## src/rtl/bandai_mapper_gen2_pkg.sv

```systemverilog
// Shared constants and types for the gen2 cartridge mapper: unlock keys,
// register map and unlock FSM states.
package bandai_mapper_gen2_pkg;

   localparam logic [7:0] KEY0       = 8'h5A;
   localparam logic [7:0] KEY1       = 8'hA5;
   localparam logic [7:0] RELOCK_CMD = 8'hA5;

   localparam logic [7:0] REG_LAO    = 8'hC0;
   localparam logic [7:0] REG_RAM    = 8'hC1;
   localparam logic [7:0] REG_ROM0   = 8'hC2;
   localparam logic [7:0] REG_IO_OE  = 8'hCC;
   localparam logic [7:0] REG_IO_O   = 8'hCD;
   localparam logic [7:0] REG_RELOCK = 8'hCF;

   typedef enum logic [1:0] {
      ST_LOCK_A   = 2'd0,
      ST_LOCK_B   = 2'd1,
      ST_UNLOCKED = 2'd2
   } state_t;

endpackage

```

## src/rtl/bandai_mapper_gen2_sync2.sv

```systemverilog
// Two-flop synchroniser with a configurable width and reset value.
module bandai_sync2 #(
   parameter int unsigned     W       = 1,
   parameter logic [W-1:0]    RST_VAL = '0
)(
   input  logic         i_clk,
   input  logic         i_rst,
   input  logic [W-1:0] i_d,
   output logic [W-1:0] o_q
);

   logic [W-1:0] r_meta;
   logic [W-1:0] r_sync;

   always_ff @(posedge i_clk) begin
      if (i_rst) begin
         r_meta <= RST_VAL;
         r_sync <= RST_VAL;
      end else begin
         r_meta <= i_d;
         r_sync <= r_meta;
      end
   end

   assign o_q = r_sync;

endmodule

```

## src/rtl/bandai_mapper_gen2.sv

```systemverilog
// Gen2 cartridge mapper: unlock handshake, boot bit-stream, bank/GPIO
// registers and ROM/RAM chip-select decode for the console cart bus.
module bandai_mapper_gen2
   import bandai_mapper_gen2_pkg::*;
#(
   parameter int unsigned          ROM_BANKS    = 2,
   parameter int unsigned          RADDR_W      = 7,
   parameter int unsigned          GPIO_W       = 4,
   parameter int unsigned          BOOT_LEN     = 18,
   parameter logic [BOOT_LEN-1:0]  BOOT_PATTERN = 18'h05140,
   parameter logic [7:0]           UNLOCK_KEY0  = KEY0,
   parameter logic [7:0]           UNLOCK_KEY1  = KEY1
)(
   input  logic               i_clk,
   input  logic               i_rst,
   input  logic               i_cen,
   input  logic               i_ssn,
   input  logic               i_oen,
   input  logic               i_wen,
   input  logic [7:0]         i_addr,
   input  logic [7:0]         i_dq,
   output logic [7:0]         o_dq,
   output logic               o_dq_oe,
   output logic               o_so,
   input  logic [GPIO_W-1:0]  i_io,
   output logic [GPIO_W-1:0]  o_io,
   output logic [GPIO_W-1:0]  o_io_oe,
   output logic               o_romcen,
   output logic               o_ramcen,
   output logic [RADDR_W-1:0] o_raddr
);

   localparam int unsigned LAO_W = RADDR_W - 4;

   state_t              r_state;
   state_t              w_state_nxt;
   logic                w_unlocked;
   logic                w_key_load;

   logic [1:0]          w_strb_s;
   logic                w_wen_s;
   logic                w_rw_s;
   logic                r_rw_d;
   logic                w_rw_rise;
   logic [GPIO_W-1:0]   w_io_s;

   logic [7:0]          r_cap_addr;
   logic [7:0]          r_cap_data;
   logic                r_pend;
   logic                w_capture;
   logic                w_commit;
   logic                w_relock;
   logic [7:0]          w_wr_off;
   logic                w_wr_rom;

   logic [BOOT_LEN-1:0] r_sh;
   logic [LAO_W-1:0]    r_lao;
   logic [RADDR_W-1:0]  r_ram;
   logic [RADDR_W-1:0]  r_rom [ROM_BANKS];
   logic [RADDR_W-1:0]  w_rom_pad [4];
   logic [GPIO_W-1:0]   r_io_oe;
   logic [GPIO_W-1:0]   r_io_o;
   logic [GPIO_W-1:0]   w_io_rd;

   logic [7:0]          w_rd_off;
   logic                w_mapped;
   logic [7:0]          w_rd_data;
   logic                w_dq_oe;

   logic [3:0]          w_n;
   logic [1:0]          w_rom_idx;
   logic                w_sel;
   logic                w_rom_sel;
   logic                w_ram_sel;
   logic [RADDR_W-1:0]  w_raddr;

   // Strobes idle high; bit 1 is WEn, bit 0 is the combined rw strobe.
   bandai_sync2 #(.W(2), .RST_VAL(2'b11)) u_sync_strb (
      .i_clk (i_clk),
      .i_rst (i_rst),
      .i_d   ({i_wen, i_oen & i_wen}),
      .o_q   (w_strb_s)
   );

   bandai_sync2 #(.W(GPIO_W), .RST_VAL({GPIO_W{1'b0}})) u_sync_io (
      .i_clk (i_clk),
      .i_rst (i_rst),
      .i_d   (i_io),
      .o_q   (w_io_s)
   );

   assign w_wen_s   = w_strb_s[1];
   assign w_rw_s    = w_strb_s[0];
   assign w_rw_rise = w_rw_s & ~r_rw_d;
   assign w_capture = ~w_wen_s & ~(i_ssn & i_cen);
   assign w_commit  = w_rw_rise & r_pend & w_unlocked;
   assign w_relock  = w_commit & (r_cap_addr == REG_RELOCK) & (r_cap_data == RELOCK_CMD);
   assign w_wr_off  = r_cap_addr - REG_ROM0;
   assign w_wr_rom  = (r_cap_addr >= REG_ROM0) && (w_wr_off < 8'(ROM_BANKS));

   always_ff @(posedge i_clk) begin
      if (i_rst) begin
         r_state <= ST_LOCK_A;
      end else begin
         r_state <= w_state_nxt;
      end
   end

   always_comb begin
      w_state_nxt = r_state;
      case (r_state)
         ST_LOCK_A: begin
            if (i_addr == UNLOCK_KEY0) w_state_nxt = ST_LOCK_B;
            else                       w_state_nxt = ST_LOCK_A;
         end
         ST_LOCK_B: begin
            if (i_addr == UNLOCK_KEY1)      w_state_nxt = ST_UNLOCKED;
            else if (i_addr == UNLOCK_KEY0) w_state_nxt = ST_LOCK_B;
            else                            w_state_nxt = ST_LOCK_A;
         end
         ST_UNLOCKED: begin
            if (w_relock) w_state_nxt = ST_LOCK_A;
            else          w_state_nxt = ST_UNLOCKED;
         end
         default: w_state_nxt = ST_LOCK_A;
      endcase
   end

   always_comb begin
      w_unlocked = (r_state == ST_UNLOCKED);
      w_key_load = (r_state == ST_LOCK_B) && (i_addr == UNLOCK_KEY1);
   end

   // Boot stream shifts every cycle; ones refill so SO idles high.
   always_ff @(posedge i_clk) begin
      if (i_rst) begin
         r_sh <= '1;
      end else if (w_key_load) begin
         r_sh <= BOOT_PATTERN;
      end else begin
         r_sh <= {1'b1, r_sh[BOOT_LEN-1:1]};
      end
   end

   always_ff @(posedge i_clk) begin
      if (i_rst) begin
         r_rw_d     <= 1'b1;
         r_pend     <= 1'b0;
         r_cap_addr <= 8'h00;
         r_cap_data <= 8'h00;
      end else begin
         r_rw_d <= w_rw_s;
         if (w_capture) begin
            r_cap_addr <= i_addr;
            r_cap_data <= i_dq;
            r_pend     <= 1'b1;
         end else if (w_rw_rise) begin
            r_pend <= 1'b0;
         end
      end
   end

   always_ff @(posedge i_clk) begin
      if (i_rst) begin
         r_lao   <= '1;
         r_ram   <= '1;
         r_io_oe <= '0;
         r_io_o  <= '0;
         for (int i = 0; i < ROM_BANKS; i++) r_rom[i] <= '1;
      end else if (w_commit) begin
         case (r_cap_addr)
            REG_LAO:   r_lao   <= r_cap_data[LAO_W-1:0];
            REG_RAM:   r_ram   <= r_cap_data[RADDR_W-1:0];
            REG_IO_OE: r_io_oe <= r_cap_data[GPIO_W-1:0];
            REG_IO_O:  r_io_o  <= r_cap_data[GPIO_W-1:0];
            default: begin
            end
         endcase
         for (int i = 0; i < ROM_BANKS; i++) begin
            if (w_wr_rom && (w_wr_off == 8'(i))) r_rom[i] <= r_cap_data[RADDR_W-1:0];
         end
      end
   end

   // Pad the ROM bank file to four entries so a 2-bit index is always in range.
   for (genvar g = 0; g < 4; g++) begin : g_rom_pad
      if (g < ROM_BANKS) begin : g_used
         assign w_rom_pad[g] = r_rom[g];
      end else begin : g_unused
         assign w_rom_pad[g] = '0;
      end
   end

   assign w_io_rd  = (r_io_oe & r_io_o) | (~r_io_oe & w_io_s);
   assign w_rd_off = i_addr - REG_ROM0;

   always_comb begin
      w_mapped  = 1'b0;
      w_rd_data = 8'h00;
      case (i_addr)
         REG_LAO:   begin w_mapped = 1'b1; w_rd_data = 8'(r_lao);   end
         REG_RAM:   begin w_mapped = 1'b1; w_rd_data = 8'(r_ram);   end
         REG_IO_OE: begin w_mapped = 1'b1; w_rd_data = 8'(r_io_oe); end
         REG_IO_O:  begin w_mapped = 1'b1; w_rd_data = 8'(w_io_rd); end
         default: begin
            if ((i_addr >= REG_ROM0) && (w_rd_off < 8'(ROM_BANKS))) begin
               w_mapped  = 1'b1;
               w_rd_data = 8'(w_rom_pad[w_rd_off[1:0]]);
            end else begin
               w_mapped  = 1'b0;
               w_rd_data = 8'h00;
            end
         end
      endcase
   end

   assign w_dq_oe   = w_unlocked & ~(i_ssn & i_cen) & ~i_oen & i_wen & w_mapped;

   assign w_n       = i_addr[7:4];
   assign w_rom_idx = w_n[1:0] - 2'd2;
   assign w_sel     = w_unlocked & i_ssn & ~i_cen;
   assign w_ram_sel = w_sel & (w_n == 4'd1);
   assign w_rom_sel = w_sel & (w_n >= 4'd2);

   // Windows past the ROM bank registers map linearly through LAO.
   always_comb begin
      w_raddr = '0;
      if (w_rom_sel) begin
         if (w_n < 4'(ROM_BANKS + 2)) w_raddr = w_rom_pad[w_rom_idx];
         else                         w_raddr = {r_lao, w_n};
      end else if (w_ram_sel) begin
         w_raddr = r_ram;
      end else begin
         w_raddr = '0;
      end
   end

   assign o_dq     = w_dq_oe ? w_rd_data : 8'h00;
   assign o_dq_oe  = w_dq_oe;
   assign o_so     = r_sh[0];
   assign o_io     = r_io_o;
   assign o_io_oe  = r_io_oe;
   assign o_romcen = ~w_rom_sel;
   assign o_ramcen = ~w_ram_sel;
   assign o_raddr  = w_raddr;

endmodule

```

## config.mk

```make
export PLATFORM = sky130hd
export DESIGN_NAME = bandai_mapper_gen2
export DESIGN_NICKNAME = d
export VERILOG_FILES = /design/src/rtl/bandai_mapper_gen2_pkg.sv /design/src/rtl/bandai_mapper_gen2_sync2.sv /design/src/rtl/bandai_mapper_gen2.sv
export SDC_FILE = /design/constraint.sdc
export NUM_CORES = 1
export LEC_CHECK = 0
export ABC_CLOCK_PERIOD_IN_PS = 5600
export CAP_MARGIN = 5
export CORE_ASPECT_RATIO = 0.7
export CORE_MARGIN = 5
export CORE_UTILIZATION = 30
export DETAILED_ROUTE_END_ITERATION = 10
export GPL_TIMING_DRIVEN = 0
export SLEW_MARGIN = 20
export SYNTH_ARGS = -nofsm -noshare
export SYNTH_HDL_FRONTEND = slang
export SYNTH_HIERARCHICAL = 1
export SYNTH_SLANG_ARGS = --single-unit
```

## constraint.sdc

```tcl
create_clock -name i_clk -period 5.6 [get_ports i_clk]
set_input_delay 1.4 -clock i_clk [delete_from_list [all_inputs] [get_ports i_clk]]
set_output_delay 1.4 -clock i_clk [all_outputs]
set_load 0.005 [all_outputs]
```

==> qor.yml, run 1 <==
insertion_delay_ns: 0.34
setup_violations: 0
synth_area_leaders: "dfxtp_1 37%, edfxtp_1 11%, nor2_1 5.2%, mux2i_1 4.8%, nand2_1 4.7%"
cp.arrival_ns: 3.91
grt_pass1_vias: 3147
crit_path_max_fanout: 8
crit_path_start_kind: "input port"
period_needed_ns: 5.313
critPathCaptureType: "output port"
worstPathRequired_ns: 4.20
syn2layout_area_growth_pct: 26.42
initial_core_util_pct: 30.28
yosysWarnings: 6
wl_met2_mm: 4.403
drt_wl_total_mm: 10.35
synth_edf_count: 14
dp_hpwl_mm: 7.717
synth_area_um2: 3722
drt_iter0_markers: 255
via_per_inst: 4.915
grt_max_degree: 17
regArea_um2: 1782
ant_nets: 0
crit_type: "in -> out"
crit_path_frequent_cell: "clkdlybuf4s50_1"
max_freq_mhz: 188.2
h-tree-depth: 3
numCtsBuffers: 9
cp_slowest_stage_delay_ns: 0.62
yosysUniqueCellTypes: 58
vdd_drop_max_mv: 0.1755
slowest_stage: "nor3_2"
drt_first_pass_iters: 5
die_h_um: 103.2
cellPowerDensity_nw_per_um2: 275.1
worstMarginPinSlew_ns: 0.8322
cts_buffer_depth: 2
fillers: 1249
stdcell_count: 625
pin_count: 53
diodes: 0
root_buffer: "clkbuf_16"
overflow: 0
synth_top_cell_area_share_pct: 36.57
finalSetupTns_ns: 0
cts.sinks: 82
vias: 3072
drt-met1-wl_mm: 4.831
postSynthAreaPerCell_um2: 9.306
rsz0062_at_grt: "false"
grt_pass1_wl_mm: 16.59
finalHoldViolations: 0
async_flop_share_pct: 0
min_period_over_period_pct: 94.88
multi_input_area_um2: 1804
crit_path_cell_trace: "clkdlybuf4s50_1 -> nand4bb_1 -> nor3_2 -> a32oi_1 -> a21oi_1 -> clkdlybuf4s50_1"
synth.largest_area_cell: "dfxtp_1"
slew_headroom_pct: 44.31
drc_errors: 0
path_clk_slew_ns: 0.06
status: "completed"
portBuffers: 47
netlist_instances: 400
maxCapViolCount: 0
skew_ns: 0.006559
wire_per_inst_um: 16.56
p_leak_nw: 1.716
core_um2: 12290
final_nets: 486
dieArea_um2: 14770
synth-seq-area-share_pct: 47.87
drive_above_1_share_pct: 13.17
ys_seq_elements: 82
synth_flop_cell: "dfxtp_1"
hold_path.class: "reg -> reg"
track_usage_pct: 14.90
syn_nets: 428
gp_congestion: 0.8216
die_x_um: 143.1
cts_hold_buf: 0
antenna_found_initial: 0
fp-row-count: 34
route.met3.wl_um: 933
highest_layer: "met4"
place_inst: 609
drv_slew: 0
cts_tree: "yes"
-- per-layer routing --
metal	vias up	global-route usage (%)
li1	1483	-
met1	1450	20.25
met2	122	22.66
met3	17	4.412
met4	0	5.405
met5	-	0
-- critical path, delay by kind of cell --
kind | cells | cell delay [ns]
AO/OA/AOI/OAI | 2 | 0.38
AND/OR/NAND/NOR | 2 | 1.01
buffers and inverters | 2 | 1.12
-- final timing paths --
kind / from / endpoint / slack (ns) / cells past startpoint
worst max-delay path: i_addr[5] / o_dq[2] / 0.29 / 6
worst min-delay path: u_sync_strb/r_meta[1]$_SDFF_PP1_ / u_sync_strb/o_q[1]$_SDFF_PP1_ / 0.40 / 1
worst max register to register: r_cap_addr[2]$_SDFFE_PP0P_ / r_rom[0][6]$_DFFE_PP_ / 3.51 / 5
worst min register to register: u_sync_strb/r_meta[1]$_SDFF_PP1_ / u_sync_strb/o_q[1]$_SDFF_PP1_ / 0.40 / 1
-- metrics by stage --
stage	utilization, %	setup WS, ns	instance area [um2]	total power, mW	hold slack [ns]
3_3_place_gp	35.75	0.1781	4395	0.7073	0.3948
4_1_cts	38.24	0.08118	4701	1.304	0.4079
2_1_floorplan	-	1.565	3722	0.6704	0.3832
6_report	38.28	0.2868	4706	1.295	0.4011
3_5_place_dp	35.75	0.1002	4395	0.7088	0.3923
5_1_grt	38.28	0.2340	4706	1.340	0.4260
-- area by class of cell --
class / count / share of cell area (%)
Inverter: 12 / 0.9572
Clock buffer: 12 / 5.451
Buffer: 22 / 2.047
Sequential cell: 82 / 37.86
Clock inverter: 4 / 1.037
Tap cell: 162 / 4.307
Timing Repair Buffer: 47 / 9.997
Multi-Input combinational cell: 284 / 38.34
-- where the power goes --
part	total, mW	switching (mW)	internal (mW)
Clock	0.598	0.229	0.369
Sequential	0.613	0.00627	0.607
Combinational	0.0839	0.0479	0.0360
-- cell usage after synthesis, types with 2 or more instances --
cell and count:
a21o_1 4, a21oi_1 26, a221o_1 2, a31oi_1 2, a32o_1 2, a32oi_1 5
and2_1 2, and3_1 5, and3b_1 2, and4bb_2 3, buf_2 8, clkbuf_1 13
dfxtp_1 68, edfxtp_1 14, ha_1 2, inv_1 12, mux2_2 14, mux2i_1 18
nand2_1 47, nand2b_1 15, nand3_1 5, nand4_1 3, nand4b_1 2, nor2_1 52
nor2b_1 11, nor3_2 2, nor4_1 2, o21ai_0 12, o21bai_1 2, or2_1 11
or2_2 6, xor2_1 2
-- sequential cells by signal, indices dropped and copies added (netlist names) --
name                flops
r_rw_d                  1
r_rom                  14
r_sh                   18
o_io_oe                 4
u_sync_strb/o_q         2
r_ram                   7
o_io                    4
r_cap_addr              8
u_sync_io/r_meta        4
r_pend                  1
u_sync_strb/r_meta      2
u_sync_io/o_q           4
r_lao                   3
r_cap_data              8
r_state                 2
-- logic make-up (layout without fill, tap and decap cells) --
family,count (synthesis),after routing,share of synthesized area [%]
xor gates and xnor gates,3,3,0.7060
other,1,1,0.1007
adders and majority gates,2,2,0.6722
DFF,82,82,47.87
AOI/OAI and AO/OA,60,60,9.983
and+or+nand+nor,186,186,27.80
muxes,32,32,9.076
buffers and inverters,34,97,3.798
-- what timing repair did --
action,in CTS,in global routing
endpoints found under the setup margin,0,4
resized for setup,0,1
buffers inserted,0,0
endpoints found under the hold margin,0,0
-- layout by cell type, fill, tap and decap left out, drive strengths merged, types with 5 or more instances in the layout --
cell           Yosys  layout
buf                9       9
clkdlybuf4s50      0      47
mux2              14      14
clkbuf            13      25
edfxtp            14      14
dfxtp             68      68
a32oi              5       5
nand2             47      47
a21oi             26      26
and3               5       5
nor2b             11      11
nand3              6       6
o21ai             13      13
nand2b            15      15
mux2i             18      18
or2               17      17
inv               12      13
nor2              52      52
No activity file was read; power rests on OpenSTA's default activity.
==> run 2: changes to the inputs <==
--- a/config.mk
+++ b/config.mk
@@ -10,8 +10,10 @@
 export CORE_ASPECT_RATIO = 0.7
 export CORE_MARGIN = 5
 export CORE_UTILIZATION = 30
+export CTS_CLUSTER_DIAMETER = 80
 export DETAILED_ROUTE_END_ITERATION = 10
 export GPL_TIMING_DRIVEN = 0
+export MAX_ROUTING_LAYER = met4
 export SLEW_MARGIN = 20
 export SYNTH_ARGS = -nofsm -noshare
 export SYNTH_HDL_FRONTEND = slang
==> qor.yml, run 2 (synthesis gave the netlist of run 1 again) <==
status: "completed"
dp_hpwl_mm: 7.717  # unchanged
final_common_cell: "dfxtp_1"
cts_resized: 0  # unchanged
path_clk_slew_ns: 0.06  # about the same
via_per_inst: 4.962  # +0.94%
cts.sinks: 82  # unchanged
min_period_over_period_pct: 94.89  # about the same
wire_per_inst_um: 16.58  # +0.12%
antenna_found_initial: 0  # unchanged
skew_ns: 0.006295  # -0.0002645 ns
worstMarginPinSlew_ns: 0.8546  # +0.02235 ns
drc_errors: 0  # unchanged
h-tree-depth: 3  # unchanged
track_usage_pct: 15.39  # +0.49 points
syn2layout_area_growth_pct: 26.42  # unchanged
numCtsBuffers: 9  # unchanged
crit_path_max_fanout: 8  # unchanged
slew_headroom_pct: 42.82  # -1.5 points
crit_type: "in -> out"
worstPathRequired_ns: 4.20  # about the same
finalHoldViolations: 0  # unchanged
rsz0062_at_grt: "false"
grt_pass1_wl_mm: 16.61  # about the same
largest_reg_flops: 18  # unchanged
drt_wl_total_mm: 10.37  # +0.12%
grt_pass1_vias: 3146  # -0.032%
p_leak_nw: 1.716  # unchanged
cts_tree: "yes"
cp.arrival_ns: 3.91  # about the same
max_freq_mhz: 188.2  # about the same
cts_buffer_depth: 2  # unchanged
core_um2: 12290  # unchanged
drive_above_1_share_pct: 13.17  # unchanged
cts_hold_buf: 0  # unchanged
dieArea_um2: 14770  # unchanged
drv_slew: 0  # unchanged
fp-row-count: 34  # unchanged
hold_path.class: "reg -> reg"
top_regs: "r_sh (18), r_rom (14)"
critPathCaptureType: "output port"
vdd_drop_max_mv: 0.1756  # about the same
gp_congestion: 0.8339  # +1.5%
final_nets: 486  # unchanged
maxCapViolCount: 0  # unchanged
post_cts_buffers: 0  # unchanged
grt_max_degree: 17  # unchanged
crit_path_start_kind: "input port"
vias: 3101  # +0.94%
drt_first_pass_iters: 5  # unchanged
period_needed_ns: 5.314  # +0.0006740 ns
pin_count: 53  # unchanged
largest_register: "r_sh"
root_buffer: "clkbuf_16"
initial_core_util_pct: 30.28  # unchanged
postLayoutCellArea_um2: 4706  # unchanged
insertion_delay_ns: 0.34  # about the same
placed_area_um2: 4395  # unchanged
die_h_um: 103.2  # unchanged
diodes: 0  # unchanged
portBuffers: 47  # unchanged
cellPowerDensity_nw_per_um2: 275.0  # about the same
finalSetupTns_ns: 0  # unchanged
setup_violations: 0  # unchanged
layout_common_cells: "68 x dfxtp_1, 52 x nor2_1, 47 x nand2_1, 47 x clkdlybuf4s50_1, 26 x a21oi_1"
ant_nets: 0  # unchanged
overflow: 0  # unchanged
die_x_um: 143.1  # unchanged
drt_iter0_markers: 218  # -15%
## run 2: cell counts in the layout (fill, tap and decap cells not counted)
Identical to the previous run, type by type.
## run 2: final cells by class
type                            count  area [um2]
Fill cell                        1249        7589
Multi-Input combinational cell    284        1804
Sequential cell                    82        1782
Timing Repair Buffer               47       470.5
Clock buffer                       12       256.5
Tap cell                          162       202.7
Buffer                             22       96.34
Clock inverter                      4       48.80
Inverter                           12       45.04
## run 2: per-layer routing
| layer | track usage (%) | wire [um] | vias to the layer above |
|---|---|---|---|
| met5 | - | 0 | - |
| met2 | 22.73 | 4492 | 116 |
| met1 | 20.28 | 4850 | 1479 |
| li1 | - | - | 1489 |
| met4 | 5.405 | 172 | 0 |
| met3 | 4.412 | 851 | 17 |
## run 2: critical path, cell delays in order
cell and delay (ns):
clkdlybuf4s50_1 0.56, nand4bb_1 0.39, nor3_2 0.63, a32oi_1 0.14, a21oi_1 0.24, clkdlybuf4s50_1 0.55
## run 2: path summary, 6_finish.rpt
kind	from	endpoint	slack, ns	depth (start not counted)
max reg2reg	r_cap_addr[2]$_SDFFE_PP0P_	r_rom[0][3]$_DFFE_PP_	3.51	5
max	i_addr[5]	o_dq[2]	0.29	6
min	u_sync_strb/r_meta[1]$_SDFF_PP1_	u_sync_strb/o_q[1]$_SDFF_PP1_	0.40	1
min reg2reg	u_sync_strb/r_meta[1]$_SDFF_PP1_	u_sync_strb/o_q[1]$_SDFF_PP1_	0.40	1
## run 2: power by group
group / internal [mW] / switching, mW
clock: 0.369 / 0.228
sequential: 0.607 / 0.00628
combinational: 0.0360 / 0.0480
total: 1.01 / 0.282
## run 2: per-stage QoR
step	util (%)	total power [mW]	worst slack, ns	hold WS, ns	cells
5_1_grt	38.28	1.340	0.2340	0.4260	625
3_3_place_gp	35.75	0.7073	0.1781	0.3948	609
2_1_floorplan	-	0.6704	1.565	0.3832	400
6_report	38.28	1.294	0.2861	0.4009	625
4_1_cts	38.24	1.304	0.08118	0.4079	625
3_5_place_dp	35.75	0.7088	0.1002	0.3923	609
==> run 3: changes to the inputs <==
--- a/config.mk
+++ b/config.mk
@@ -12,6 +12,7 @@
 export CORE_UTILIZATION = 30
 export CTS_CLUSTER_DIAMETER = 80
 export DETAILED_ROUTE_END_ITERATION = 10
+export GPL_ROUTABILITY_DRIVEN = 0
 export GPL_TIMING_DRIVEN = 0
 export MAX_ROUTING_LAYER = met4
 export SLEW_MARGIN = 20
==> results of run 3 <==
No change in the layout: final DEF, timing and power equal those of run 2.
